File: src/rtl/plic_gateway_arb_if.sv
// Port bundle between the PLIC register front-end (master) and the gateway/arbiter core (slave).
interface plic_gateway_arb_if #(
  parameter int NSRC   = 31,
  parameter int NTGT   = 2,
  parameter int PRIO_W = 3
);
  localparam int ID_W = $clog2(NSRC + 1);

  logic [NSRC-1:0]                 irq_i;
  logic [NSRC-1:0]                 mode_i;
  logic [NSRC-1:0][PRIO_W-1:0]     prio_i;
  logic [NTGT-1:0][NSRC-1:0]       ie_i;
  logic [NTGT-1:0][PRIO_W-1:0]     thold_i;
  logic [NTGT-1:0]                 claim_i;
  logic [NTGT-1:0][ID_W-1:0]       claim_id_o;
  logic [NTGT-1:0]                 complete_i;
  logic [NTGT-1:0][ID_W-1:0]       complete_id_i;
  logic [NTGT-1:0]                 irq_o;
  logic [NSRC-1:0]                 ip_o;

  modport master (
    output irq_i, mode_i, prio_i, ie_i, thold_i, claim_i, complete_i, complete_id_i,
    input  claim_id_o, irq_o, ip_o
  );
  modport slave (
    input  irq_i, mode_i, prio_i, ie_i, thold_i, claim_i, complete_i, complete_id_i,
    output claim_id_o, irq_o, ip_o
  );
endinterface

File: src/rtl/plic_gateway_arb.sv
// PLIC core: per-source gateways plus per-target priority arbitration and claim/complete.
// Define PLIC_EDGE_CNT_EN to queue rising edges seen while a source is pending or in flight.
module plic_gateway_arb_gw #(
  parameter int CNT_W = 4
) (
  input  logic clk_i,
  input  logic rst_i,
  input  logic irq,
  input  logic mode,
  input  logic claim_hit,
  input  logic cmpl_hit,
  output logic ip_d,
  output logic ip_q
);
  typedef enum logic [1:0] {IDLE, PEND, FLIGHT} gw_state_e;

  gw_state_e state_q, state_d;
  logic      irq_q;
  logic      edge_w;
`ifdef PLIC_EDGE_CNT_EN
  logic [CNT_W-1:0] cnt_q, cnt_d;
  logic             mode_q, mode_d;
`endif

  assign edge_w = irq & ~irq_q;

  always_comb begin
    state_d = state_q;
`ifdef PLIC_EDGE_CNT_EN
    cnt_d  = cnt_q;
    mode_d = mode_q;
    // Edges while busy are banked (saturating); an edge coincident with a complete still counts.
    if (state_q != IDLE && mode_q && edge_w && cnt_q != '1) cnt_d = cnt_q + 1'b1;
`endif
    unique case (state_q)
      IDLE: if (mode ? edge_w : irq) begin
        state_d = PEND;
`ifdef PLIC_EDGE_CNT_EN
        mode_d  = mode;
`endif
      end
      PEND: if (claim_hit) state_d = FLIGHT;
      FLIGHT: if (cmpl_hit) begin
`ifdef PLIC_EDGE_CNT_EN
        if (cnt_d != '0) begin
          state_d = PEND;
          cnt_d   = cnt_d - 1'b1;
        end else begin
          state_d = IDLE;
        end
`else
        state_d = IDLE;
`endif
      end
      default: state_d = IDLE;
    endcase
  end

  always_ff @(posedge clk_i) begin
    if (rst_i) begin
      state_q <= IDLE;
      irq_q   <= 1'b0;
`ifdef PLIC_EDGE_CNT_EN
      cnt_q   <= '0;
      mode_q  <= 1'b0;
`endif
    end else begin
      state_q <= state_d;
      irq_q   <= irq;
`ifdef PLIC_EDGE_CNT_EN
      cnt_q   <= cnt_d;
      mode_q  <= mode_d;
`endif
    end
  end

  assign ip_d = (state_d == PEND);
  assign ip_q = (state_q == PEND);
endmodule

module plic_gateway_arb #(
  parameter int NSRC   = 31,
  parameter int NTGT   = 2,
  parameter int PRIO_W = 3,
  parameter int CNT_W  = 4
) (
  input  logic               clk_i,
  input  logic               rst_i,
  plic_gateway_arb_if.slave  bus
);
  localparam int ID_W = $clog2(NSRC + 1);

  logic [NSRC-1:0]             ip_d, ip_q;
  logic [NSRC-1:0]             claim_hit, cmpl_hit;
  logic [NTGT-1:0][ID_W-1:0]   best_id_q, best_id_d, claim_id;
  logic [NTGT-1:0][PRIO_W-1:0] best_prio_d;
  logic [NTGT-1:0]             irq_q;

  for (genvar s = 0; s < NSRC; s++) begin : g_gw
    plic_gateway_arb_gw #(.CNT_W(CNT_W)) u_gw (
      .clk_i     (clk_i),
      .rst_i     (rst_i),
      .irq       (bus.irq_i[s]),
      .mode      (bus.mode_i[s]),
      .claim_hit (claim_hit[s]),
      .cmpl_hit  (cmpl_hit[s]),
      .ip_d      (ip_d[s]),
      .ip_q      (ip_q[s])
    );
  end

  // A lower-numbered target claiming the same ID in the same cycle wins; the other reads 0.
  always_comb begin
    claim_id = '0;
    for (int t = 0; t < NTGT; t++) begin
      claim_id[t] = irq_q[t] ? best_id_q[t] : '0;
      for (int u = 0; u < t; u++)
        if (bus.claim_i[t] && bus.claim_i[u] && irq_q[u] && best_id_q[u] == best_id_q[t])
          claim_id[t] = '0;
    end
  end

  always_comb begin
    claim_hit = '0;
    cmpl_hit  = '0;
    for (int t = 0; t < NTGT; t++)
      for (int s = 0; s < NSRC; s++) begin
        if (bus.claim_i[t] && claim_id[t] == ID_W'(s + 1))         claim_hit[s] = 1'b1;
        if (bus.complete_i[t] && bus.complete_id_i[t] == ID_W'(s + 1)) cmpl_hit[s] = 1'b1;
      end
  end

  // Arbitrate on next-state pending so a source claimed now never wins the next cycle.
  always_comb begin
    best_id_d   = '0;
    best_prio_d = '0;
    for (int t = 0; t < NTGT; t++)
      for (int s = 0; s < NSRC; s++)
        if (ip_d[s] && bus.ie_i[t][s] && bus.prio_i[s] > best_prio_d[t]) begin
          best_prio_d[t] = bus.prio_i[s];
          best_id_d[t]   = ID_W'(s + 1);
        end
  end

  always_ff @(posedge clk_i) begin
    if (rst_i) begin
      best_id_q <= '0;
      irq_q     <= '0;
    end else begin
      best_id_q <= best_id_d;
      for (int t = 0; t < NTGT; t++) irq_q[t] <= best_prio_d[t] > bus.thold_i[t];
    end
  end

  assign bus.claim_id_o = claim_id;
  assign bus.irq_o      = irq_q;
  assign bus.ip_o       = ip_q;
endmodule

File: src/flat_wrapper.sv
// flat-port wrapper written by rule: the top's interface ports become plain ports
module plic_gateway_arb_flat 
#(
  parameter int NSRC   = 31,
  parameter int NTGT   = 2,
  parameter int PRIO_W = 3,
  parameter int CNT_W  = 4
)
  (clk_i, rst_i, bus_irq_i, bus_mode_i, bus_prio_i, bus_ie_i, bus_thold_i, bus_claim_i, bus_complete_i, bus_complete_id_i, bus_claim_id_o, bus_irq_o, bus_ip_o);
  plic_gateway_arb_if #(.NSRC(NSRC), .NTGT(NTGT), .PRIO_W(PRIO_W)) bus_i ();
  input  logic clk_i;
  input  logic rst_i;
  input wire logic [$bits(bus_i.irq_i)-1:0] bus_irq_i;
  input wire logic [$bits(bus_i.mode_i)-1:0] bus_mode_i;
  input wire logic [$bits(bus_i.prio_i)-1:0] bus_prio_i;
  input wire logic [$bits(bus_i.ie_i)-1:0] bus_ie_i;
  input wire logic [$bits(bus_i.thold_i)-1:0] bus_thold_i;
  input wire logic [$bits(bus_i.claim_i)-1:0] bus_claim_i;
  input wire logic [$bits(bus_i.complete_i)-1:0] bus_complete_i;
  input wire logic [$bits(bus_i.complete_id_i)-1:0] bus_complete_id_i;
  output wire logic [$bits(bus_i.claim_id_o)-1:0] bus_claim_id_o;
  output wire logic [$bits(bus_i.irq_o)-1:0] bus_irq_o;
  output wire logic [$bits(bus_i.ip_o)-1:0] bus_ip_o;
  assign bus_i.irq_i = bus_irq_i;
  assign bus_i.mode_i = bus_mode_i;
  assign bus_i.prio_i = bus_prio_i;
  assign bus_i.ie_i = bus_ie_i;
  assign bus_i.thold_i = bus_thold_i;
  assign bus_i.claim_i = bus_claim_i;
  assign bus_i.complete_i = bus_complete_i;
  assign bus_i.complete_id_i = bus_complete_id_i;
  assign bus_claim_id_o = bus_i.claim_id_o;
  assign bus_irq_o = bus_i.irq_o;
  assign bus_ip_o = bus_i.ip_o;
  plic_gateway_arb #(.NSRC(NSRC), .NTGT(NTGT), .PRIO_W(PRIO_W), .CNT_W(CNT_W)) u_core (.clk_i(clk_i), .rst_i(rst_i), .bus(bus_i));
endmodule
File: config.mk
export PLATFORM = sky130hd
export DESIGN_NAME = plic_gateway_arb_flat
export DESIGN_NICKNAME = d
export VERILOG_FILES = /design/src/rtl/plic_gateway_arb_if.sv /design/src/rtl/plic_gateway_arb.sv /design/src/flat_wrapper.sv
export SDC_FILE = /design/constraint.sdc
export NUM_CORES = 1
export LEC_CHECK = 0
export CORE_UTILIZATION = 55
export CTS_CLUSTER_DIAMETER = 80
export DETAILED_ROUTE_END_ITERATION = 16
export PLACE_DENSITY = 0.84
export SLEW_MARGIN = 20
export SYNTH_ARGS = -nofsm -noshare
export SYNTH_HDL_FRONTEND = slang
export SYNTH_SLANG_ARGS = --single-unit
File: constraint.sdc
create_clock -name clk_i -period 75.5 [get_ports clk_i]
set_input_delay 7.55 -clock clk_i [delete_from_list [all_inputs] [get_ports clk_i]]
set_output_delay 7.55 -clock clk_i [all_outputs]
set_load 0.1 [all_outputs]
Yosys cells after proc, flatten, opt, wreduce, memory -nomap -nowiden
Index checks and enable logic that the tools add are counted.
{"block": "classes", "n_eq_ne": 218, "n_reduce_logical": 282, "n_bitwise": 62, "muxes": 406, "magnitude_cmp": 63}
{"operator": "equality test 5 bit (second input constant)", "count": 64}
{"operator": "logical AND 1 bit", "count": 251}
{"operator": "two-way mux 3 bit", "count": 70}
{"operator": "two-way mux 2 bit", "count": 97}
{"operator": "greater-than comparator 3 bit", "count": 62}
{"operator": "one-hot mux 2 bit (3 select lines)", "count": 31}
{"operator": "two-way mux 5 bit", "count": 35}
{"operator": "equality test 5 x 4 -> 1 bit (second input constant)", "count": 32}
{"operator": "two-way mux 1 bit", "count": 157}
{"operator": "equality test 2 x 1 -> 1 bit (second input constant)", "count": 62}
{"operator": "equality test 5 x 3 -> 1 bit (second input constant)", "count": 16}
{"operator": "two-way mux 4 bit", "count": 16}
{"operator": "equality test 2 bit (second input constant)", "count": 31}
{"operator": "logical NOT 2 bit", "count": 31}
{"operator": "equality test 5 x 2 -> 1 bit (second input constant)", "count": 8}
{"operator": "AND 1 bit", "count": 31}
{"operator": "NOT 1 bit", "count": 31}
{"operator": "equality test 5 x 1 -> 1 bit (second input constant)", "count": 4}
{"operator": "equality test 5 bit", "count": 1}
{"operator": "greater-than comparator 3 x 1 -> 1 bit (second input constant)", "count": 1}
{"block": "totals", "elab_cells": 1096, "output_inout_bits": 43, "ff_bits": 105, "inputBits": 239}

Depth between registers and ports, before layout
Gate-level depths: netlist of run 1.
{"block": "logic_depth", "depth_word": 104, "mapped_depth": 228, "ltp_nobuf": 225}

By module
A second synthesis of run 1 with hierarchy kept.
{"block": "unflattened", "hier_cells": 2022, "hier_area_um2": 13744.4}
{"module": "plic_gateway_arb", "area_each_um2": 10098.4, "n_inst": 1, "seq_area_each_um2": 240.2, "cells_per_inst": 1588}
{"module": "plic_gateway_arb_gw", "area_each_um2": 117.6, "n_inst": 31, "seq_area_each_um2": 60.1, "cells_per_inst": 14}

Worst setup path after synthesis of run 1
Ideal clock, no wire load.
{"block": "synth_timing", "kind": "input to register", "from": "in bus_claim_i[0]", "to": "reg u_core.irq_q[1] (netlist: u_core.bus.irq_o[1])", "n_path_buf": 2, "setup_ps": 134, "path_slack_ps": 27270, "path_stages": 219, "required_time_ps": 75366, "t_arrival_ps": 48096, "path_cell_list": "and3_1 > nand4_2 > o21ai_1 > nand4_1 > ha_1 > nor2b_1 > o31ai_1 > nor2_1 > and3_1 > o21a_1 > ha_1 > nor2b_1 > o21a_1 > o211ai_1 > or3_1 > buf_2 > o211ai_1 > nand2_1 > (+183 left out) > and2_1 > ha_1 > nor2b_1 > o21a_1 > o2111ai_1 > nor2_1 > a31o_2 > ha_1 > nor2b_1 > o21a_1 > o2111a_1 > a22o_1 > a31oi_1 > ha_1 > inv_1 > a21o_1 > a21oi_1 > a311oi_1"}
{"block": "synth_via", "elab_chain_cells": 104, "word_cells_on_any_way": 376, "classes_between": "31 x order compare; 62 x eq/ne; 156 x mux; 127 x reduce/logical"}
{"item": "start: declaration", "line_no": "flat_wrapper.sv:18", "text": "input wire logic [$bits(bus_i.claim_i)-1:0] bus_claim_i;"}
{"item": "logical AND 1 bit (3 in series)", "line_no": "plic_gateway_arb.sv:118", "text": "if (bus.claim_i[t] && bus.claim_i[u] && irq_q[u] && best_id_q[u] == best_id_q[t])"}
{"item": "two-way mux 5 bit", "line_no": "plic_gateway_arb.sv:118"}
{"item": "equality test 5 x 1 -> 1 bit", "line_no": "plic_gateway_arb.sv:128", "text": "if (bus.claim_i[t] && claim_id[t] == ID_W'(s + 1)) claim_hit[s] = 1'b1;"}
{"item": "logical AND 1 bit", "line_no": "plic_gateway_arb.sv:128"}
{"item": "two-way mux 1 bit", "line_no": "plic_gateway_arb.sv:128"}
{"item": "two-way mux 2 bit", "line_no": "plic_gateway_arb.sv:42", "text": "PEND: if (claim_hit) state_d = FLIGHT;"}
{"item": "one-hot mux 2 bit (3 select lines)", "line_no": "plic_gateway_arb.sv:35", "text": "unique case (state_q)"}
{"item": "equality test 2 x 1 -> 1 bit", "line_no": "plic_gateway_arb.sv:77", "text": "assign ip_d = (state_d == PEND);"}
{"item": "(+86 left out)"}
{"item": "two-way mux 3 bit", "line_no": "plic_gateway_arb.sv:139", "text": "if (ip_d[s] && bus.ie_i[t][s] && bus.prio_i[s] > best_prio_d[t]) begin"}
{"item": "greater-than comparator 3 bit", "line_no": "plic_gateway_arb.sv:139"}
{"item": "logical AND 1 bit", "line_no": "plic_gateway_arb.sv:139"}
{"item": "two-way mux 3 bit", "line_no": "plic_gateway_arb.sv:139"}
{"item": "greater-than comparator 3 bit", "line_no": "plic_gateway_arb.sv:139"}
{"item": "logical AND 1 bit", "line_no": "plic_gateway_arb.sv:139"}
{"item": "two-way mux 3 bit (*)", "line_no": "plic_gateway_arb.sv:139"}
{"item": "greater-than comparator 3 bit (*)", "line_no": "plic_gateway_arb.sv:151", "text": "for (int t = 0; t < NTGT; t++) irq_q[t] <= best_prio_d[t] > bus.thold_i[t];"}
{"item": "end signal: assignment", "line_no": "plic_gateway_arb.sv:148", "text": "irq_q <= '0;"}
{"item": "end: declaration", "line_no": "plic_gateway_arb.sv:97", "text": "logic [NTGT-1:0] irq_q;"}
Every way passes the cells marked *; elsewhere a longest branch is shown, timed or not.
A chain may end at the register's enable or synchronous reset.

Final worst setup path of run 1
Same ends and word-level chain as after synthesis.

==> results of run 1 <==
per-stage QoR:
step	cells	hold WS [ns]	utilization
floorplan	2147	0.4638	-
global placement	2671	0.4735	0.6592
detailed placement	2671	0.4831	0.6592
CTS	2687	0.4946	0.6713
global route	2687	0.5059	0.6713
finish	2687	0.4944	0.6713
cells by family after synthesis:
logic type	count (synthesis)	share of synthesized area
buffers and inverters	217	0.06911
AO/OA/AOI/OAI	699	0.3383
XOR/XNOR	7	0.004552
multiplexers	34	0.02524
flip-flops	105	0.1391
adder cells (fa/ha/maj)	108	0.08657
AND/OR/NAND/NOR	977	0.3372
tightest hold or removal path: stages (launching register included):
cell	delay [ns]
dfxtp_1	0.33
nand3_1	0.08
a21oi_1	0.05
area by class of cell:
cell class / count / area share
Timing Repair Buffer: 284 / 0.1566
Sequential cell: 105 / 0.1162
Inverter: 116 / 0.02407
Clock inverter: 7 / 0.005464
Tap cell: 341 / 0.02358
Clock buffer: 9 / 0.01245
Multi-Input combinational cell: 1825 / 0.6617
final timing paths:
| check | end | slack, ns | depth (start not counted) |
|---|---|---|---|
| max | u_core.bus.irq_o[1]$_SDFF_PP0_ | 20.38 | 221 |
| min | u_core.g_gw[5].u_gw.state_q[1]$_SDFF_PP0_ | 0.49 | 2 |
| max reg2reg | u_core.bus.irq_o[1]$_SDFF_PP0_ | 27.43 | 220 |
| min reg2reg | u_core.g_gw[5].u_gw.state_q[1]$_SDFF_PP0_ | 0.49 | 2 |
power breakdown:
group | total [mW] | switching [mW] | internal, mW
combinational | 0.395 | 0.240 | 0.154
clock | 0.0518 | 0.0250 | 0.0268
sequential | 0.0713 | 0.0103 | 0.0610
layout by cell type (no fill, tap or decap), types with 15 or more instances in the layout:
cell type	Yosys	layout
nand3b_1	17	17
nand2b_1	33	33
nand2_1	206	206
a21oi_1	131	131
a22oi_1	24	24
clkdlybuf4s50_1	0	280
nor2_1	220	220
a21o_1	29	29
a211oi_1	23	23
o31ai_1	16	16
ha_1	91	91
nand3_1	60	60
o2111ai_1	15	15
a221oi_1	21	21
nor2b_1	69	69
or3_1	18	18
o21ai_0	93	93
o21a_1	38	38
mux2_2	21	21
and3_1	73	73
a31oi_1	49	49
nor3_1	66	66
inv_1	114	114
maj3_1	17	17
dfxtp_1	105	105
nand4_1	31	31
o22ai_1	18	18
and2_1	93	93
o211ai_1	32	32
registers in the layout, indices dropped and copies added, names as in the netlist:
name,count
u_core.g_gw.u_gw.state_q,62
u_core.g_gw.u_gw.irq_q,31
u_core.best_id_q,10
u_core.bus.irq_o,2
cell usage after synthesis (10+ instances only):
library cell / instances / area, um2
a221oi_1: 21 / 183.9
or3_1: 18 / 112.6
nor4_1: 13 / 81.33
nand2_1: 206 / 773.2
maj3_1: 17 / 170.2
nand3_1: 60 / 300.3
inv_1: 114 / 427.9
a21o_1: 29 / 217.7
mux2i_1: 10 / 100.1
o21a_1: 38 / 285.3
a22oi_1: 24 / 180.2
buf_4: 37 / 277.8
o31ai_1: 16 / 120.1
nand4_1: 31 / 193.9
mux2_2: 21 / 236.5
nor2_1: 220 / 825.8
o21ai_0: 93 / 465.5
o221ai_1: 13 / 113.9
nor3b_1: 11 / 82.58
and3_1: 73 / 456.7
a21boi_0: 12 / 90.09
a31oi_1: 49 / 306.5
clkbuf_1: 35 / 131.4
a21oi_1: 131 / 655.6
and2_1: 93 / 581.8
a211o_1: 10 / 87.58
dfxtp_1: 105 / 2102
buf_2: 12 / 60.06
a32oi_1: 10 / 87.58
nand3b_1: 17 / 127.6
o2111ai_1: 15 / 131.4
nor2b_1: 69 / 431.7
o211ai_1: 32 / 240.2
a211oi_1: 23 / 172.7
or2_2: 13 / 81.33
nand2b_1: 33 / 206.5
o22ai_1: 18 / 112.6
ha_1: 91 / 1139
nor3_1: 66 / 330.3
metal layers:
metal / part of all wire / up-vias / routed length [um]
li1: - / 8446 / -
met1: 0.40 / 8379 / 22190
met2: 0.45 / 1105 / 25210
met3: 0.099 / 189 / 5528
met4: 0.054 / 4 / 3044
met5: 0.00043 / - / 24
==> flow_metrics.env, run 1 <==
export IMPL_first_pass_iters=6
export IMPL_crit_path_start_kind="input port"
export IMPL_met2_usage=0.6406
export IMPL_vias=18123
export IMPL_synth_fp_nets=2477
export IMPL_num_rows=60
export IMPL_numPortBuffers=281
export IMPL_grt_use_met1=0.4776
export IMPL_maxCapViolCount=0
export IMPL_hold_viol=0
export IMPL_layout_setup_ws_ns=20.38
export IMPL_fin_nets=2671
export IMPL_io_pin_count=282
export IMPL_diodes=0
export IMPL_reg2reg_from="u_core.bus.irq_o[0]$_SDFF_PP0_"
export IMPL_slowest_delay_ns=0.59
export IMPL_status="finished clean"
export IMPL_grt_start_max_net_pins=58
export IMPL_synth_cell_type_count=128
export IMPL_fmax_mhz=18.14
export IMPL_gr_total_overflow=0
export IMPL_cts_buffers=9
export IMPL_slew_viol_final=0
export IMPL_ctsResizeCount=0
export IMPL_ys_seq_elements=105
export IMPL_cts_root_buf="clkbuf_16"
export IMPL_globalplace_congestion=1.021
export IMPL_vdd_drop_max_mv=0.01608
export IMPL_insertion_delay_ns=0.37
export IMPL_clock_skew_final_ns=0.01123
export IMPL_power_density_nw_per_um2=28.63
export IMPL_syn_to_final_growth_pct=19.67
export IMPL_finalSetupViolCount=0
export IMPL_syn_area_um2=15120
export IMPL_async_reset_ff_frac=0
export IMPL_core_area_um2=26950
export IMPL_fill_cells=2384
export IMPL_ys_seq_area_frac=0.1390
export IMPL_wl_um=56000
export IMPL_clockBufferDepth=2
export IMPL_crit_type="input port to flop"
export IMPL_wire_per_inst_um=20.84
export IMPL_crit_top_cell="nor2_1"
export IMPL_dp_hpwl_um=45910
export IMPL_die_h_um=167.8
export IMPL_cts_hold_buffers_added=0
export IMPL_crit_fanout=9
export IMPL_grt_use_met3=0.06323
export IMPL_start_util=0.5609
export IMPL_post_cts_setup_buffers=0
export IMPL_cts_max_level=3
export IMPL_fp_dieW_um=167.8
export IMPL_worst_pin_slew_ns=1.103
export IMPL_crit_start="bus_claim_i[0]"
export IMPL_multi_input_area_um2=11970
export IMPL_grt_total_usage=0.3846
export IMPL_power_mw=0.5180
export IMPL_ys_flop_type="dfxtp_1"
export IMPL_drt_iter0_markers=2004
export IMPL_crit_path_top_delay_cell="or4b_1"
export IMPL_drtAntennaViolNets=0
export IMPL_final_min_clock_period_ns=55.12
export IMPL_yosysWarnings=0
export IMPL_seqCellArea_um2=2102
export IMPL_fin_area_um2=18090
export IMPL_critPathBufInv=4
export IMPL_dp_slack_ns=21.20
export IMPL_cts_sinks=105
export IMPL_hp_class="flop to flop"
export IMPL_synth_edf_count=0
export IMPL_crit_family="compound AO/OA/AOI/OAI gates"
export IMPL_fin_tns_setup_ns=0
export IMPL_drt_drc_violations_left=0
export IMPL_fin_crit_sh=0.7301
export IMPL_leakage_nw=7.335
export IMPL_place_area_um2=17770
export IMPL_die_area_um2=28150
export IMPL_crit_required_ns=75.72
export IMPL_rsz0062_at_grt="false"
export IMPL_avgSynthCellArea_um2=7.041
export IMPL_path_clk_slew_ns=0.08
export IMPL_grt_pass1_vias=16655
export IMPL_drive_gt1_frac=0.05413
export IMPL_synth_cells=2147
export IMPL_cp_end_kind="flop"
export IMPL_grt_pass1_wl_um=86940
export IMPL_min_delay_start="u_core.g_gw[5].u_gw.state_q[1]$_SDFF_PP0_"
export IMPL_antenna_found_initial=2
export IMPL_arrival_ns=55.34
export IMPL_cts_tree="done"
export IMPL_top_usage_layer="met2"
export IMPL_vias_per_cell=6.745
export IMPL_relSlewSlack=0.2624
(Power assumes the default switching activity.)
==> run 2, diff against run 1 <==
Clock period 75.5 ns to 54.9 ns, I/O delays scaled along.
==> flow_metrics.env, run 2 (same netlist as run 1, synthesis figures left out) <==
export IMPL_fp_dieW_um=167.8
export IMPL_hp_class="flop to flop"
export IMPL_relSlewSlack=0.2653
export IMPL_reg2reg_from="u_core.best_id_q[6]$_SDFF_PP0_"
export IMPL_insertion_delay_ns=0.37
export IMPL_wire_per_inst_um=20.97
export IMPL_core_area_um2=26950
export IMPL_dp_hpwl_um=45940
export IMPL_seqPwrFrac=0.138
export IMPL_path_clk_slew_ns=0.08
export IMPL_largest_reg_flops=62
export IMPL_crit_required_ns=55.13
export IMPL_cts_tree="done"
export IMPL_crit_fanout=10
export IMPL_slew_viol_final=0
export IMPL_grt_pass1_wl_um=86600
export IMPL_vias=18085
export IMPL_fin_tns_setup_ns=0
export IMPL_power_mw=0.7123
export IMPL_drtAntennaViolNets=0
export IMPL_fmax_mhz=19.33
export IMPL_crit_start="bus_claim_i[0]"
export IMPL_final_min_clock_period_ns=51.73
export IMPL_hold_depth=2
export IMPL_swShare=0.5360
export IMPL_crit_top_cell="nor2_1"
export IMPL_finalSetupViolCount=0
export IMPL_place_area_um2=17780
export IMPL_switchingPower_mw=0.3818
export IMPL_crit_path_start_kind="input port"
export IMPL_maxCapViolCount=0
export IMPL_comb_power_share=0.767
export IMPL_gr_total_overflow=0
export IMPL_clock_skew_final_ns=0.008365
export IMPL_cts_hold_buffers_added=0
export IMPL_syn_to_final_growth_pct=19.86
export IMPL_fin_crit_sh=0.9422
export IMPL_vias_per_cell=6.718
export IMPL_grt_start_max_net_pins=58
export IMPL_arrival_ns=51.95
export IMPL_grt_total_usage=0.3842
export IMPL_mostFrequentLayoutCells="clkdlybuf4s50_1 (280), nor2_1 (220), nand2_1 (206), a21oi_1 (131), inv_1 (114)"
export IMPL_hold_viol=0
export IMPL_antenna_found_initial=2
export IMPL_clockBufferDepth=2
export IMPL_vdd_drop_max_mv=0.02001
export IMPL_globalplace_congestion=1.031
export IMPL_clock_power_share=0.095
export IMPL_final_core_util=0.6723
export IMPL_cts_buffers=9
export IMPL_crit_path_top_delay_cell="or4b_1"
export IMPL_first_pass_iters=6
export IMPL_cts_max_level=3
export IMPL_status="finished clean"
export IMPL_wl_um=56460
export IMPL_largest_registers="u_core.g_gw.u_gw.state_q: 62 flops, u_core.g_gw.u_gw.irq_q: 31 flops, u_core.best_id_q: 10 flops"
export IMPL_io_pin_count=282
export IMPL_cp_end_kind="flop"
export IMPL_cts_sinks=105
export IMPL_crit_type="input port to flop"
export IMPL_worst_pin_slew_ns=1.099
export IMPL_die_area_um2=28150
export IMPL_die_h_um=167.8
export IMPL_diodes=0
export IMPL_grt_pass1_vias=16545
export IMPL_numPortBuffers=281
export IMPL_drt_drc_violations_left=0
export IMPL_regMostFlops="u_core.g_gw.u_gw.state_q"
export IMPL_fin_nets=2676
export IMPL_min_delay_start="u_core.g_gw[10].u_gw.state_q[1]$_SDFF_PP0_"
export IMPL_final_cells=2692
export IMPL_rsz0062_at_grt="false"
export IMPL_leakage_nw=7.352
export IMPL_reg2reg_depth=217
export IMPL_placed_cells=2673
export IMPL_drt_iter0_markers=2130
export IMPL_power_density_nw_per_um2=39.31
export IMPL_fin_area_um2=18120
export IMPL_mostFrequentLayoutCell="clkdlybuf4s50_1"
export IMPL_drive_gt1_frac=0.05700
export IMPL_cts_root_buf="clkbuf_16"
export IMPL_start_util=0.5609
export IMPL_num_rows=60
export IMPL_slowest_delay_ns=0.59
export IMPL_p_int_mw=0.3305
-- run 2: cell count changes in the layout (fill, tap and decap cells not counted), sizes merged --
cell,delta
buf,+5
inv,+2
clkinv,-1
bufinv,-1
-- run 2: area by class of cell --
cell class                      count  area (um2)
Inverter                          116       435.4
Sequential cell                   105        2102
Multi-Input combinational cell   1825       11980
Clock inverter                      7       80.08
Tap cell                          341       426.7
Timing Repair Buffer              289        2870
Fill cell                        2343        8831
Clock buffer                        9       225.2
-- run 2: what timing repair did --
item,4_1_cts,5_1_grt
setup buffers,0,3
setup endpoints to repair,0,6
hold endpoints to repair,0,0
resized for setup,0,6
-- run 2: worst max-delay path: cells and delay by family --
family	cells	cell delay, ns
compound gates	84	18.58
simple gates	86	14.00
fa+ha+maj	36	10.36
mux	8	2.76
buf+inv	4	0.70
-- run 2: power groups by stage --
stage / sequential [mW] / clock (mW) / combinational [mW]
6_report: 0.0983 / 0.0679 / 0.546
4_1_cts: 0.0970 / 0.0681 / 0.531
2_1_floorplan: 0.0950 / 0 / 0.402
3_3_place_gp: 0.0984 / 0 / 0.513
5_1_grt: 0.0991 / 0.0717 / 0.591
3_5_place_dp: 0.0988 / 0 / 0.528
-- run 2: metrics by stage --
| stage | hold WS, ns | setup slack (ns) |
|---|---|---|
| 3_5_place_dp | 0.4941 | 3.033 |
| 3_3_place_gp | 0.4739 | 4.763 |
| 2_1_floorplan | 0.4638 | 8.730 |
| 5_1_grt | 0.5367 | 0.08665 |
| 6_report | 0.5070 | 3.174 |
| 4_1_cts | 0.5071 | 3.265 |
-- run 2: path summary, 6_finish.rpt --
kind / to / slack, ns
worst min register to register: u_core.g_gw[10].u_gw.state_q[1]$_SDFF_PP0_ / 0.51
worst min-delay path: u_core.g_gw[10].u_gw.state_q[1]$_SDFF_PP0_ / 0.51
worst max register to register: u_core.bus.irq_o[1]$_SDFF_PP0_ / 8.11
worst max-delay path: u_core.bus.irq_o[1]$_SDFF_PP0_ / 3.17
-- run 2: metal layers --
layer / up-vias / track usage / wire length, um
li1: 8445 / - / -
met5: - / 0 / 28
met1: 8367 / 0.4755 / 22340
met3: 162 / 0.06206 / 5438
met2: 1107 / 0.6571 / 26110
met4: 4 / 0.1667 / 2540
